## src/rtl/sha256_padder_if.sv

```systemverilog
// Handshake bundle between a message word source, the padder and the SHA-256 core.
// Signal names keep the padder's point of view: *_i flows into the padder, *_o flows out of it.
interface sha256_padder_if;
    logic [31:0]  data_i;
    logic         data_vld_i;
    logic         data_last_i;
    logic [2:0]   data_bytes_i;
    logic         data_rdy_o;
    logic [511:0] blk_o;
    logic         blk_vld_o;
    logic         blk_first_o;
    logic         blk_last_o;
    logic         blk_rdy_i;

    // Padder side
    modport slave (
        input  data_i, data_vld_i, data_last_i, data_bytes_i, blk_rdy_i,
        output data_rdy_o, blk_o, blk_vld_o, blk_first_o, blk_last_o
    );

    // Source/core side
    modport master (
        output data_i, data_vld_i, data_last_i, data_bytes_i, blk_rdy_i,
        input  data_rdy_o, blk_o, blk_vld_o, blk_first_o, blk_last_o
    );
endinterface

```

## src/rtl/sha256_padder.sv

```systemverilog
// SHA-256 message padder: packs a 32-bit big-endian word stream into 512-bit blocks, appends the
// 0x80 marker, zero fill and 64-bit bit length, and flags the first/last block of each message.
module sha256_padder #(
    parameter int unsigned LEN_W = 64
) (
    input  logic            clk_i,
    input  logic            rstn_i,
    sha256_padder_if.slave  bus
);

    typedef enum logic [1:0] {StCollect, StPad, StPad2, StEmit} state_e;

    state_e             state_q, state_d;
    state_e             cont_q, cont_d;
    logic [15:0][31:0]  buf_q, buf_d;
    logic [3:0]         idx_q, idx_d;
    logic [3:0]         kidx_q, kidx_d;      // buffer index of the message's last word
    logic               full_q, full_d;      // last word carried all four bytes
    logic               pend_q, pend_d;      // 0x80 marker still owed to the next block
    logic [LEN_W-1:0]   cnt_q, cnt_d;        // message byte count
    logic               first_q, first_d;
    logic               last_q, last_d;

    logic [2:0]         nbytes;
    logic [31:0]        word_m;
    logic [LEN_W-1:0]   bit_len;
    logic [63:0]        len64;
    logic               fits;

    // Word shaping: effective byte count, byte masking and marker insertion
    always_comb begin
        nbytes = 3'd4;
        if (bus.data_last_i && bus.data_bytes_i < 3'd4) begin
            nbytes = bus.data_bytes_i;
        end
        word_m = '0;
        for (int b = 0; b < 4; b++) begin
            if (3'(b) < nbytes) begin
                word_m[31-8*b -: 8] = bus.data_i[31-8*b -: 8];
            end else if (3'(b) == nbytes) begin
                word_m[31-8*b -: 8] = 8'h80;
            end
        end
        bit_len = cnt_q << 3;
        len64 = '0;
        len64[LEN_W-1:0] = bit_len;
        fits = (!full_q && kidx_q <= 4'd13) || (full_q && kidx_q <= 4'd12);
    end

    // Next-state and buffer update
    always_comb begin
        state_d = state_q;
        cont_d  = cont_q;
        buf_d   = buf_q;
        idx_d   = idx_q;
        kidx_d  = kidx_q;
        full_d  = full_q;
        pend_d  = pend_q;
        cnt_d   = cnt_q;
        first_d = first_q;
        last_d  = last_q;
        unique case (state_q)
            StCollect: begin
                if (bus.data_vld_i) begin
                    buf_d[idx_q] = word_m;
                    idx_d = idx_q + 4'd1;
                    cnt_d = cnt_q + LEN_W'(nbytes);
                    if (bus.data_last_i) begin
                        kidx_d  = idx_q;
                        full_d  = (nbytes == 3'd4);
                        state_d = StPad;
                    end else if (idx_q == 4'd15) begin
                        last_d  = 1'b0;
                        cont_d  = StCollect;
                        state_d = StEmit;
                    end
                end
            end
            StPad: begin
                for (int i = 0; i < 16; i++) begin
                    if (4'(i) > kidx_q) begin
                        buf_d[i] = '0;
                    end
                end
                if (full_q && kidx_q != 4'd15) begin
                    buf_d[kidx_q + 4'd1] = 32'h8000_0000;
                end
                if (fits) begin
                    buf_d[14] = len64[63:32];
                    buf_d[15] = len64[31:0];
                    last_d    = 1'b1;
                end else begin
                    last_d = 1'b0;
                    cont_d = StPad2;
                    pend_d = full_q && (kidx_q == 4'd15);
                end
                state_d = StEmit;
            end
            StPad2: begin
                buf_d = '0;
                if (pend_q) begin
                    buf_d[0] = 32'h8000_0000;
                end
                buf_d[14] = len64[63:32];
                buf_d[15] = len64[31:0];
                pend_d    = 1'b0;
                last_d    = 1'b1;
                state_d   = StEmit;
            end
            StEmit: begin
                if (bus.blk_rdy_i) begin
                    buf_d = '0;
                    idx_d = '0;
                    if (last_q) begin
                        cnt_d   = '0;
                        first_d = 1'b1;
                        state_d = StCollect;
                    end else begin
                        first_d = 1'b0;
                        state_d = cont_q;
                    end
                end
            end
            default: state_d = StCollect;
        endcase
    end

    // State registers
    always_ff @(posedge clk_i or negedge rstn_i) begin
        if (!rstn_i) begin
            state_q <= StCollect;
            cont_q  <= StCollect;
            buf_q   <= '0;
            idx_q   <= '0;
            kidx_q  <= '0;
            full_q  <= 1'b0;
            pend_q  <= 1'b0;
            cnt_q   <= '0;
            first_q <= 1'b1;
            last_q  <= 1'b0;
        end else begin
            state_q <= state_d;
            cont_q  <= cont_d;
            buf_q   <= buf_d;
            idx_q   <= idx_d;
            kidx_q  <= kidx_d;
            full_q  <= full_d;
            pend_q  <= pend_d;
            cnt_q   <= cnt_d;
            first_q <= first_d;
            last_q  <= last_d;
        end
    end

    // Outputs; flags are only meaningful while a block is presented
    always_comb begin
        bus.data_rdy_o  = rstn_i && (state_q == StCollect);
        bus.blk_o       = buf_q;
        bus.blk_vld_o   = (state_q == StEmit);
        bus.blk_first_o = (state_q == StEmit) && first_q;
        bus.blk_last_o  = (state_q == StEmit) && last_q;
    end

endmodule

```

## src/flat_wrapper.sv

```systemverilog
// flat-port wrapper written by rule: the top's interface ports become plain ports
module sha256_padder_flat 
#(
    parameter int unsigned LEN_W = 64
)
  (clk_i, rstn_i, bus_data_i, bus_data_vld_i, bus_data_last_i, bus_data_bytes_i, bus_blk_rdy_i, bus_data_rdy_o, bus_blk_o, bus_blk_vld_o, bus_blk_first_o, bus_blk_last_o);
  sha256_padder_if bus_i ();
  input  logic clk_i;
  input  logic rstn_i;
  input wire logic [$bits(bus_i.data_i)-1:0] bus_data_i;
  input wire logic [$bits(bus_i.data_vld_i)-1:0] bus_data_vld_i;
  input wire logic [$bits(bus_i.data_last_i)-1:0] bus_data_last_i;
  input wire logic [$bits(bus_i.data_bytes_i)-1:0] bus_data_bytes_i;
  input wire logic [$bits(bus_i.blk_rdy_i)-1:0] bus_blk_rdy_i;
  output wire logic [$bits(bus_i.data_rdy_o)-1:0] bus_data_rdy_o;
  output wire logic [$bits(bus_i.blk_o)-1:0] bus_blk_o;
  output wire logic [$bits(bus_i.blk_vld_o)-1:0] bus_blk_vld_o;
  output wire logic [$bits(bus_i.blk_first_o)-1:0] bus_blk_first_o;
  output wire logic [$bits(bus_i.blk_last_o)-1:0] bus_blk_last_o;
  assign bus_i.data_i = bus_data_i;
  assign bus_i.data_vld_i = bus_data_vld_i;
  assign bus_i.data_last_i = bus_data_last_i;
  assign bus_i.data_bytes_i = bus_data_bytes_i;
  assign bus_i.blk_rdy_i = bus_blk_rdy_i;
  assign bus_data_rdy_o = bus_i.data_rdy_o;
  assign bus_blk_o = bus_i.blk_o;
  assign bus_blk_vld_o = bus_i.blk_vld_o;
  assign bus_blk_first_o = bus_i.blk_first_o;
  assign bus_blk_last_o = bus_i.blk_last_o;
  sha256_padder #(.LEN_W(LEN_W)) u_core (.clk_i(clk_i), .rstn_i(rstn_i), .bus(bus_i));
endmodule
```

## config.mk

```make
export PLATFORM = sky130hd
export DESIGN_NAME = sha256_padder_flat
export DESIGN_NICKNAME = d
export VERILOG_FILES = /design/src/rtl/sha256_padder_if.sv /design/src/rtl/sha256_padder.sv /design/src/flat_wrapper.sv
export SDC_FILE = /design/constraint.sdc
export NUM_CORES = 1
export LEC_CHECK = 0
export CAP_MARGIN = 5
export CORE_ASPECT_RATIO = 1.2
export CORE_MARGIN = 1.5
export CORE_UTILIZATION = 40
export CTS_CLUSTER_SIZE = 28
export DETAILED_ROUTE_END_ITERATION = 8
export PLACE_DENSITY = 0.76
export SYNTH_ARGS = -nofsm -noshare
export SYNTH_HDL_FRONTEND = slang
export SYNTH_SLANG_ARGS = --single-unit
```

## constraint.sdc

```tcl
create_clock -name clk_i -period 3 [get_ports clk_i]
set_input_delay 0.45 -clock clk_i [delete_from_list [all_inputs] [get_ports clk_i]]
set_output_delay 0.45 -clock clk_i [all_outputs]
set_load 0.05 [all_outputs]
```

==> impl_metrics.toml <==
[finish]
drive_gt1_share_pct = 10.2
nNetsFinal = 2949
layout.cells.non_filler = 3746
area_delta_synth_final_pct = 39.7

[cts]
cts-buffers-inserted = 58
clkTransAtPathRegs_ns = 0.07
insertion_delay_ns = 0.62
root_buffer = "clkbuf_16"
cts_tree = "built"
cts_setup_buffers = 0
cts.sinks = 588
cts_max_level = 2
clk_path_buf_depth = 3

[place]
pre_cts_ws_ns = -0.213
dp.cells = 3636
io_buffers = 555
routabilityCongestion = 0.949
hpwl_mm = 65.9

[yosys]
yosysUniqueCellTypes = 71
synth-edff-count = 0
synthFlopType = "dfrtp_1"
synth_nets = 2375
syn_area_um2 = 23900
synth-async-reset-ratio_pct = 100
ys_seq_elements = 588
synth_warnings = 0
syn_inst = 2323
syn_area_per_cell_um2 = 10.3
yosysSeqAreaShare_pct = 61.5

[worst_setup_path]
cp-startpoint = "u_core.state_q[0]"
critPathArrivalTime_ns = 2.45
cp.required_ns = 2.55
path_max_fanout = 16
cp-end-kind = "output port"
crit_type = "register to output port"
max_stage_delay_ns = 0.83
worstPathCellList = "ha_1, buf_4, and2_1, clkdlybuf4s50_1"
crit_path_top_delay_cell = "clkdlybuf4s50_1"
timing.rr.start = "u_core.state_q[0]"
startpoint_type = "register"

[global_routing]
grt_pass1_vias = 21600
overflow = 0
grt_pass1_wl_mm = 136
antenna_found_initial = 3
grt_max_degree = 174
track_usage_pct = 29.4

[power]
power.density_nw_per_um2 = 813
ir_drop_v = 0.000601
p_leak_nw = 14.0

[timing]
hold_slack_ns = 0.314
clock_skew_ns = 0.0148
finalMaxSlewViolations = 0
fin_crit_sh_pct = 96.6
finalSetupViolCount = 0
fin_crit_ns = 2.90
finalHoldViolCount = 0
tightest_slew_ns = 1.04
rsz0062_at_grt = "no"
fin_ws_ns = 0.101
max_clock_freq_ghz = 0.345
slew_headroom_pct = 30.3

[detailed_routing]
drt_first_pass_iters = 5
drt-total-wl_mm = 91.1
drt-vias-per-instance = 5.67
post_drt_wl_per_cell_um = 24.3
drtIter0Drc = 2082
route.vias.total = 21300
drtAntennaViolNets = 0
drc = 0

[status]
run_status = "complete, no violations"

[floorplanning]
start_util_pct = 40.3
coreArea_um2 = 59300
die_w_um = 226
die_area_um2 = 61300
die_h_um = 271
ios = 556
rows = 98

[job]
drv_cap = 0

[min_path]
worst_hold_path_type = "primary input to async pin"
synth_stat cells, types with 3 or more instances:
library cell / number / area (um2)
or2_2: 5 / 31.3
and4_1: 4 / 35.0
nand2b_1: 8 / 50.1
buf_1: 6 / 22.5
and3_1: 8 / 50.1
o31ai_1: 24 / 180
a2bb2oi_1: 10 / 87.6
o21a_1: 3 / 22.5
o211ai_1: 8 / 60.1
a31oi_1: 4 / 25.0
o2bb2ai_1: 76 / 666
nand2_1: 508 / 1910
and2_1: 8 / 50.1
buf_4: 3 / 22.5
xor2_1: 20 / 175
nand3_1: 32 / 160
or3_1: 8 / 50.1
clkbuf_1: 117 / 439
nor2_2: 3 / 18.8
nand3b_1: 5 / 37.5
o32ai_1: 4 / 35.0
nor3_1: 15 / 75.1
nand4_2: 4 / 50.1
mux2_2: 4 / 45.0
a22oi_1: 45 / 338
o21ai_1: 390 / 1950
nor4_1: 6 / 37.5
mux2i_1: 3 / 30.0
nor2b_1: 11 / 68.8
buf_6: 6 / 67.6
or4_1: 41 / 308
inv_1: 18 / 67.6
nand4_1: 28 / 175
a22o_1: 36 / 315
o21ai_0: 40 / 200
nor2_1: 56 / 210
dfrtp_1: 587 / 14700
a32oi_1: 4 / 35.0
a21o_1: 4 / 30.0
ha_1: 12 / 150
xnor2_1: 6 / 52.6
o22ai_1: 5 / 31.3
a21oi_1: 49 / 245
buf_2: 56 / 280
critical path, delay by kind of cell, from the launching register on:
| kind | cells | cell delay, ns |
|---|---|---|
| buf+inv | 2 | 1.05 |
| flops | 1 | 0.43 |
| fa+ha+maj | 1 | 0.20 |
| simple gates | 1 | 0.17 |
cell usage in the layout (no fill, tap or decap), types with 24 or more instances in the layout:
cell type        synthesis  final
clkdlybuf4s50_1          0    552
nand4_1                 28     28
o2bb2ai_1               76     68
nand2_1                508    508
o31ai_1                 24     24
a22oi_1                 45     45
dfrtp_1                587    587
clkbuf_16                0     59
o21ai_1                390    388
nor2_1                  56     55
a22o_1                  36     34
or4_1                   41     35
buf_4                    3    105
o21ai_0                 40     40
nand3_1                 32     32
a21oi_1                 49     48
buf_12                   0     42
power breakdown:
part | switching, mW | total (mW) | internal, mW | leakage, nW
registers | 0.521 | 9.08 | 8.56 | 8.16
clock network | 3.17 | 7.40 | 4.22 | 0.965
logic | 7.39 | 10.7 | 3.32 | 4.87
metrics by stage:
| stage | util [%] | area [um2] | total power, mW | TNS, ns |
|---|---|---|---|---|
| final | 56.3 | 33400 | 27.2 | 0 |
| after global routing | 56.3 | 33400 | 28.2 | 0 |
| after CTS | 56.3 | 33400 | 27.3 | 0 |
| after detailed placement | 53.0 | 31500 | 19.9 | -2.32 |
| after global placement | 53.0 | 31500 | 19.7 | -1.52 |
| after floorplan | - | 23900 | 14.8 | 0 |
routing by layer:
| layer | vias to the layer above | routed length, um | track usage, % |
|---|---|---|---|
| met2 | 1135 | 44500 | 49.4 |
| met1 | 10500 | 34700 | 36.2 |
| met3 | 260 | 6780 | 5.07 |
| li1 | 9328 | - | - |
| met4 | 0 | 5140 | 15.2 |
| met5 | - | 0 | 0 |
area by class of cell:
type	count	area [um2]
flip-flops and latches	588	14700
inverters	19	71.3
fillers	5069	25900
clock inverters	29	273
well taps	800	1000
diodes	2	5.00
clock buffers	78	1660
repair buffers	702	7190
multi-input cells	1528	8510
path summary, 6_finish.rpt:
check	to	cells past startpoint	slack (ns)
worst max-delay path	bus_blk_first_o	4	0.10
worst min-delay path	async pin	2	0.31
worst max register to register	register	8	0.24
worst min register to register	u_core.first_q	2	0.47
max in group asynchronous	async pin	3	1.41
min in group clk_i	u_core.first_q	2	0.47
cells by family (layout without fill, tap and decap cells):
group / Yosys count / in the layout / share of synthesized area, %
AOI/OAI and AO/OA: 715 / 715 / 18.2
muxes: 7 / 7 / 0.314
adders and majority gates: 12 / 12 / 0.627
DFF: 588 / 588 / 61.5
buffers and inverters: 207 / 828 / 3.77
other: 0 / 2 / 0
and+or+nand+nor: 768 / 768 / 14.7
xor gates and xnor gates: 26 / 26 / 0.952
what timing repair did:
item	CTS	global route
hold endpoints to repair	26	0
setup endpoints to repair	0	1
gates resized for setup	0	1
hold buffers	1	0
Power figures use the tool's default switching activity.
